File: config.mk
export PLATFORM = sky130hd
export DESIGN_NAME = uart_operand_engine
export DESIGN_NICKNAME = d
export VERILOG_FILES = /design/src/rtl/uart_engine_pkg.sv /design/src/rtl/uart_operand_assembler.sv /design/src/rtl/uart_operand_engine.sv
export SDC_FILE = /design/constraint.sdc
export NUM_CORES = 1
export LEC_CHECK = 0
export CORE_MARGIN = 5
export CORE_UTILIZATION = 40
export DETAILED_ROUTE_END_ITERATION = 10
export GPL_TIMING_DRIVEN = 0
export PLACE_DENSITY = 0.75
export REMOVE_ABC_BUFFERS = 1
export SLEW_MARGIN = 40
export SYNTH_ARGS = -nofsm -noshare
export SYNTH_HDL_FRONTEND = slang
export SYNTH_SLANG_ARGS = --single-unit
File: constraint.sdc
create_clock -name clk -period 2.73 [get_ports clk]
set_input_delay 0.273 -clock clk [delete_from_list [all_inputs] [get_ports clk]]
set_output_delay 0.273 -clock clk [all_outputs]
set_load 0.1 [all_outputs]
File: src/rtl/uart_engine_pkg.sv
// uart_engine_pkg: shared FSM states, mode constants and counter-width helper for the UART operand engine
package uart_engine_pkg;
   typedef enum logic {S_RX, S_TX} state_t;
   localparam int MODE_SUM = 0;
   localparam int MODE_DOT = 1;
   function automatic int cnt_w(input int n);
      return (n <= 1) ? 1 : $clog2(n);
   endfunction
endpackage

File: src/rtl/uart_operand_assembler.sv
// uart_operand_assembler: gathers OPERAND_BYTES little-endian bytes and presents the operand on its final byte
module uart_operand_assembler
   import uart_engine_pkg::*;
#(
   parameter int OPERAND_BYTES = 1
) (
   input  logic                       clk,
   input  logic                       rst,
   input  logic                       clear,
   input  logic                       in_valid,
   input  logic [7:0]                 in_data,
   output logic [8*OPERAND_BYTES-1:0] operand,
   output logic                       operand_valid
);
   localparam int BW = cnt_w(OPERAND_BYTES);
   logic [BW-1:0] byte_idx;
   logic [8*OPERAND_BYTES-1:0] shreg;
   assign operand_valid = in_valid && byte_idx == BW'(OPERAND_BYTES - 1);
   always_comb begin
      operand = shreg;
      operand[8*byte_idx +: 8] = in_data;
   end
   always_ff @(posedge clk)
      if (rst || clear) begin
         byte_idx <= '0;
         shreg <= '0;
      end else if (in_valid) begin
         shreg[8*byte_idx +: 8] <= in_data;
         byte_idx <= operand_valid ? '0 : byte_idx + 1'b1;
      end
endmodule

File: src/rtl/uart_operand_engine.sv
// uart_operand_engine: UART byte-stream sum/dot-product engine; optional inter-byte timeout via UART_ENGINE_TIMEOUT_EN
module uart_operand_engine
   import uart_engine_pkg::*;
#(
   parameter int OPERAND_BYTES  = 1,
   parameter int NUM_OPERANDS   = 2,
   parameter int RESULT_BYTES   = 1,
   parameter int MODE           = 0,
   parameter int TIMEOUT_CYCLES = 1000000
) (
   input  logic       clk,
   input  logic       rst,
   input  logic       rx_valid,
   input  logic [7:0] rx_data,
   input  logic       rx_err,
   output logic       tx_valid,
   output logic [7:0] tx_data,
   input  logic       tx_ready,
   output logic [7:0] led,
   output logic       busy,
   output logic       done,
   output logic       frame_err,
   output logic       overrun
);
   localparam int ACC_W = 8 * RESULT_BYTES;
   localparam int OW    = 8 * OPERAND_BYTES;
   localparam int NW    = cnt_w(NUM_OPERANDS);
   localparam int TW    = cnt_w(RESULT_BYTES);
   if (OPERAND_BYTES < 1 || OPERAND_BYTES > 4 || NUM_OPERANDS < 2 || TIMEOUT_CYCLES < 1 ||
       (MODE == MODE_DOT && NUM_OPERANDS % 2 != 0)) begin : g_bad_cfg
      $error("uart_operand_engine: unsupported parameter combination");
   end
   state_t state, state_nxt;
   logic [ACC_W-1:0] acc, acc_nxt, prod, contrib;
   logic [OW-1:0] hold, operand;
   logic [NW-1:0] op_cnt;
   logic [TW-1:0] tx_idx;
   logic accept, rx_bad, discard, timeout, operand_valid, last_op, frame_end, tx_fire, tx_last;
   assign accept    = state == S_RX && rx_valid && !rx_err;
   assign rx_bad    = state == S_RX && rx_valid && rx_err;
   assign discard   = rx_bad || timeout;
   assign last_op   = op_cnt == NW'(NUM_OPERANDS - 1);
   assign frame_end = operand_valid && last_op;
   assign tx_valid  = state == S_TX;
   assign busy      = state == S_TX;
   assign tx_data   = tx_valid ? acc[8*tx_idx +: 8] : 8'h00;
   assign tx_fire   = tx_valid && tx_ready;
   assign tx_last   = tx_fire && tx_idx == TW'(RESULT_BYTES - 1);
   // products are formed at accumulator width, so overflow wraps modulo 2^ACC_W
   assign prod      = ACC_W'(hold) * ACC_W'(operand);
   assign contrib   = MODE == MODE_DOT ? (op_cnt[0] ? prod : '0) : ACC_W'(operand);
   assign acc_nxt   = acc + contrib;
   uart_operand_assembler #(.OPERAND_BYTES(OPERAND_BYTES)) u_asm (
      .clk(clk),
      .rst(rst),
      .clear(discard || frame_end),
      .in_valid(accept),
      .in_data(rx_data),
      .operand(operand),
      .operand_valid(operand_valid)
   );
`ifdef UART_ENGINE_TIMEOUT_EN
   localparam int TOW = cnt_w(TIMEOUT_CYCLES);
   logic pending;
   logic [TOW-1:0] to_cnt;
   // a byte arriving on the expiry cycle wins over the timeout
   assign timeout = pending && !rx_valid && to_cnt == TOW'(TIMEOUT_CYCLES - 1);
   always_ff @(posedge clk)
      if (rst || discard || frame_end) begin
         pending <= 1'b0;
         to_cnt <= '0;
      end else if (accept) begin
         pending <= 1'b1;
         to_cnt <= '0;
      end else if (pending) begin
         to_cnt <= to_cnt + 1'b1;
      end
`else
   assign timeout = 1'b0;
`endif
   always_ff @(posedge clk)
      state <= rst ? S_RX : state_nxt;
   always_comb
      state_nxt = (state == S_RX && frame_end) ? S_TX : tx_last ? S_RX : state;
   always_ff @(posedge clk)
      if (rst) begin
         acc <= '0;
         hold <= '0;
         op_cnt <= '0;
         tx_idx <= '0;
         led <= '0;
         done <= 1'b0;
         frame_err <= 1'b0;
         overrun <= 1'b0;
      end else begin
         done <= tx_last;
         frame_err <= discard;
         overrun <= state == S_TX && rx_valid;
         if (discard || tx_last) begin
            acc <= '0;
            hold <= '0;
            op_cnt <= '0;
         end else if (operand_valid) begin
            acc <= acc_nxt;
            if (MODE == MODE_DOT && !op_cnt[0]) hold <= operand;
            op_cnt <= last_op ? '0 : op_cnt + 1'b1;
         end
         if (accept) led <= frame_end ? acc_nxt[7:0] : rx_data;
         if (frame_end) tx_idx <= '0;
         else if (tx_fire) tx_idx <= tx_idx + 1'b1;
      end
endmodule

* After elaboration in Yosys (flattened, before gate mapping)
Index checks and enable logic that the tools add are counted.
** Word-level totals
- Flip-flop bits (word level) :: 31
- Input port bits :: 13
- Output and inout port bits :: 21
- Logic and storage cells :: 44
** Operators by class
- Add/subtract/negate cells :: 5
- Shift operators :: 3
- Multiplexer cells :: 7
- Bitwise logic cells :: 3
- Reductions and logical operators :: 16
** Operators by type and width (count)
- negation 4 -> 34 bit :: 1
- variable shift 8 x 34 -> 8 bit, first input constant :: 1
- indexed part select 8 x 34 -> 8 bit :: 1
- 2-to-1 mux 8 bit :: 2
- logical AND 1 bit :: 9
- adder 8 bit :: 1
- bitwise mux 8 bit :: 1
- indexed part select 8 x 5 -> 8 bit :: 1
- 2-to-1 mux 1 bit :: 4
- OR reduction 2 bit :: 2
- adder 1 bit, second input constant :: 3
- logical OR 1 bit :: 3
- NOT 1 bit :: 3
- nonzero test 2 bit :: 1
- logical NOT 1 bit :: 1

* Logic depth before layout (Yosys ltp)
- Word-level depth :: 7
- Gate-level depth with buffers :: 10
- Depth with buffers taken out :: 9

* Hierarchy
Synthesis repeated with hierarchy kept, for this count alone.
** Second synthesis, totals
- Cells, all modules :: 196
- Area total of the unflattened synthesis :: 1690.4 sq um
** By module, submodules not included
- uart_operand_engine :: instances 1, cells each 148, area an instance 1242.4 sq um, sequential area each 440.4 sq um
- uart_operand_assembler :: instances 1, cells each 48, area an instance 447.9 sq um, sequential area each 180.2 sq um

* Least setup slack after synthesis
OpenSTA, ideal clock, no wires.
- Kind :: register to output
- Start point :: reg state, in the netlist busy
- End point :: out tx_data[0]
- Arrival :: 2.276 ns
- Data required time :: 2.457 ns
- Path slack :: 0.181 ns
- Stages on the path, launching flop included :: 4
- Buffers on the path :: 1
- Path through :: dfxtp_1 > nor2b_1 > buf_2 > and2_1
** On the way
- Longest elaborated chain between the ends :: 1
** Ends and longest elaborated chain
- from (decl) :: line uart_operand_engine.sv:33 : state_t state, state_nxt;
- from (signal assigned) :: line uart_operand_engine.sv:82 : state <= rst ? S_RX : state_nxt;
- 2-to-1 mux 8 bit :: line uart_operand_engine.sv:46 : assign tx_data = tx_valid ? acc[8*tx_idx +: 8] : 8'h00;
- to (decl) :: line uart_operand_engine.sv:17 : output logic [7:0] tx_data,
Every way passes these cells.

* Worst setup path in the final report
- Start point :: reg u_asm.byte_idx
- End point :: reg led[6]
** On the way
- Longest elaborated chain between the ends :: 5
- Elaborated cells on any way between the ends :: 9
- Classes of those cells :: add/sub: 2; shift: 2; mux: 2; bitwise: 1; reduce/logical: 2
** Ends and longest elaborated chain
- from (decl) :: line uart_operand_assembler.sv:16 : logic [BW-1:0] byte_idx;
- from (signal assigned) :: line uart_operand_assembler.sv:29 : byte_idx <= operand_valid ? '0 : byte_idx + 1'b1;
- negation 4 -> 34 bit * :: line uart_operand_assembler.sv:21 : operand[8*byte_idx +: 8] = in_data;
- indexed part select 8 x 34 -> 8 bit / variable shift 8 x 34 -> 8 bit (equally long branches) :: line uart_operand_assembler.sv:21
- bitwise mux 8 bit * :: line uart_operand_assembler.sv:21
- named net contrib[0] :: line uart_operand_engine.sv:34 : logic [ACC_W-1:0] acc, acc_nxt, prod, contrib;
- adder 8 bit * :: line uart_operand_engine.sv:52 : assign acc_nxt = acc + contrib;
- 2-to-1 mux 8 bit * :: line uart_operand_engine.sv:108 : if (accept) led <= frame_end ? acc_nxt[7:0] : rx_data;
- to (signal assigned) :: line uart_operand_engine.sv:108
- to (decl) :: line uart_operand_engine.sv:19 : output logic [7:0] led,
The timed path passes the listed nets; every way through them passes the cells marked *.
A chain may end at the register's enable or synchronous reset.

==> summary.txt <==
Power and ir drop
  • Switch Pwr: around 340 uW
  • Peak supply drop: 0.000178 V
  • Reg power frac: 0.460
  • Clock share of power: 0.308
  • Int Power: 722 uW
  • Comb pwr share: 0.232
  • P_leak: 0.835 nW
  • PwrDens: approximately 520 nW/um2
  • Switching part of the total: 0.317

STA
  • Final clock skew: 0.00366 ns
  • Slew @ Worst Pin: approximately 0.80 ns
  • Hold Fails Final Rpt: 0
  • F_max: roughly 400 MHz
  • Setup_tns: 0 ns
  • Unrepaired setup endpoints after global routing: no
  • Fin. max-slew vios: 0
  • Max-Slew Margin vs Limit: 0.466
  • Final setup viols: 0
  • Worst hold slack: 0.451 ns
  • Final period utilization: 0.924
  • Tmin final: between 2 and 3 ns

Die
  • Starting Density: 0.406
  • Die height: 75.8 um
  • Cell Rows: 24
  • Die W: between 70 and 80 um
  • CORE AREA: about 4300 um2
  • DIE AREA: 5740 um2
  • Io pins: 34

Finish
  • Layout area overhead: 18.0%
  • Nets: 251
  • N_diodes: 0
  • Layout cell share with drive strength beyond 1: 0.214

Synthesis
  • Top post-synthesis cells by area: dfxtp_1 36%, nand2_1 8.5%, a21oi_1 5.8%, ha_1 5.1%, mux2_2 3.9%
  • Post-synth ARST share: 0
  • Ys Warns: 0
  • Most numerous cell in the Yosys netlist: nand2_1
  • Commonest cells post-synth: 39 x nand2_1, 31 x dfxtp_1, 20 x a21oi_1, 15 x nor2_1, 9 x and2_1
  • Synth top area share: 0.359
  • Post-synth top area cell: dfxtp_1
  • Ys flop type: dfxtp_1
  • Seq cells post-synth: 31
  • Post-synth EDFFs: 0
  • Post-synthesis cell area: 1730 um2
  • Cells after Synth: 199
  • Register area share after synthesis: 0.359
  • Number of library cell types mapped by synthesis: 48
  • Syn Area/Cell: 8.69 um2

Global routing
  • Total GRT Usage: 0.150
  • First-pass GRT wire length: 6310 um
  • Initial antenna violation count: 0
  • Total gr overflow: 0
  • Vias in the first global route: 1,367
  • Largest net degree at the start of global routing: 19

Clocking
  • Cts bufs inserted: 5
  • H-tree Lvls: 2
  • Clk sinks: 31
  • CTS root buffer: clkbuf_8
  • CTS tree: built
  • Clock Latency Late Sink: 0.28 ns
  • Clk buf depth: 2
  • Reg clk slew, reported paths: 0.06 ns

Worst setup path
  • CP Launch Type: flop
  • Arr. time, crit path: 2.71 ns
  • Required @ worst endpoint: 2.92 ns
  • Setup Crit Path Kind: flop to flop
  • CP max FO: 11
  • Crit. End Element: flop

Detailed routing
  • Wire length per cell: 13.9 um
  • Drt drc: 0
  • Vias per std cell: 5.23
  • Detailed-route via count: 1,470
  • Final ANT Viol Nets: 0
  • WL final: 3900 um
  • Drt first pass iters: 4
  • Iteration-0 DRC Markers: 55

Place
  • GP Congestion: between 0.7 and 0.8
  • Port bufs: 33
  • Dpl hpwl: 2870 um

Flow run
  • MaxCap Viol Count: 0

Run status
  • Status: complete, no violations

Worst hold path
  • Worst hold path class: flop to flop
## worst max-delay path, cell delays in order (launching register included)
cell      delay, ns
dfxtp_2        0.51
mux2_2         0.39
ha_1           0.23
inv_1          0.08
fa_1           0.21
nor2b_1        0.07
o31a_1         0.28
nor4_1         0.26
a311oi_2       0.12
a221oi_2       0.27
## cells by family (layout without fill, tap and decap cells)
logic type / count (synthesis) / count (layout) / synth area share
compound gates: 47 / 47 / 0.203
flops: 31 / 31 / 0.359
xor+xnor: 5 / 5 / 0.0253
mux: 9 / 9 / 0.0586
simple gates: 86 / 86 / 0.249
fa+ha+maj: 8 / 8 / 0.0622
buf+inv: 13 / 43 / 0.0427
## per-stage QoR
stage	instance area [um2]	total power [mW]	setup WS (ns)	util	instances
2_1_floorplan	1670	0.676	-0.592	-	190
3_3_place_gp	2070	0.745	-0.101	0.484	275
3_5_place_dp	1960	0.739	-0.112	0.460	275
4_1_cts	2030	1.07	0.0984	0.477	281
5_1_grt	2040	1.11	0.0566	0.479	281
6_report	2040	1.06	0.206	0.479	281
## path summary, 6_finish.rpt
kind / startpoint / end / slack (ns) / cells after the start
worst max-delay path: u_asm.byte_idx / led[6] / 0.21 / 9
worst max register to register: u_asm.byte_idx / led[6] / 0.21 / 9
worst min register to register: u_asm.shreg[3] / u_asm.shreg[3] / 0.45 / 2
worst min-delay path: u_asm.shreg[3] / u_asm.shreg[3] / 0.45 / 2
## placed cells by master, fill, tap and decap left out, types with 2 or more instances in the layout
| cell type | count |
|---|---|
| a211oi_1 | 4 |
| and2_1 | 9 |
| nor2b_1 | 4 |
| xnor2_1 | 4 |
| nand2_2 | 3 |
| a211oi_2 | 2 |
| inv_1 | 4 |
| mux2_2 | 6 |
| nand3_1 | 2 |
| mux2i_1 | 2 |
| a21o_1 | 3 |
| clkdlybuf4s50_1 | 12 |
| a22oi_1 | 2 |
| a21oi_1 | 20 |
| nor3_1 | 3 |
| a311oi_2 | 3 |
| ha_1 | 7 |
| dfxtp_1 | 30 |
| o21ai_1 | 2 |
| nand2_1 | 39 |
| buf_2 | 21 |
| clkbuf_8 | 5 |
| nor2_1 | 15 |
| nand2b_1 | 3 |
## power groups by stage
| stage | Clock [mW] | Sequential, mW | Combinational [mW] |
|---|---|---|---|
| final | 0.326 | 0.487 | 0.245 |
| after detailed placement | 0 | 0.497 | 0.243 |
| after global routing | 0.357 | 0.489 | 0.266 |
| after global placement | 0 | 0.496 | 0.249 |
| after CTS | 0.339 | 0.487 | 0.244 |
| after floorplan | 0 | 0.560 | 0.116 |
## what timing repair did
item / 4_1_cts / 5_1_grt
resized for setup: 1 / 1
buffers inserted: 0 / 0
hold buffers: 0 / 0
endpoints found under the setup margin: 2 / 2
## state kept, by name, summed over array words and instances, names as in the netlist
signal,count
acc,8
busy,1
done,1
frame_err,1
last_op,1
led,8
overrun,1
tx_idx,1
u_asm.byte_idx,1
u_asm.shreg,8
## routing by layer
| layer | GRT usage | up-vias | share of wire | wire length [um] |
|---|---|---|---|---|
| li1 | - | 758 | - | - |
| met2 | 0.241 | 31 | 0.46 | 1810 |
| met5 | 0 | - | 0 | 0 |
| met3 | 0.0475 | 6 | 0.057 | 221 |
| met4 | 0.0699 | 0 | 0.019 | 75 |
| met1 | 0.181 | 675 | 0.46 | 1790 |
## area by class of cell
class	instances	area (um2)
clock buffer	6	72.6
fill	449	2220
inverter	4	15.0
multi-input combinational	155	1040
sequential	31	622
tap	52	65.1
timing repair buffer	33	225
Note: power is estimated with default switching activity, not from simulation.
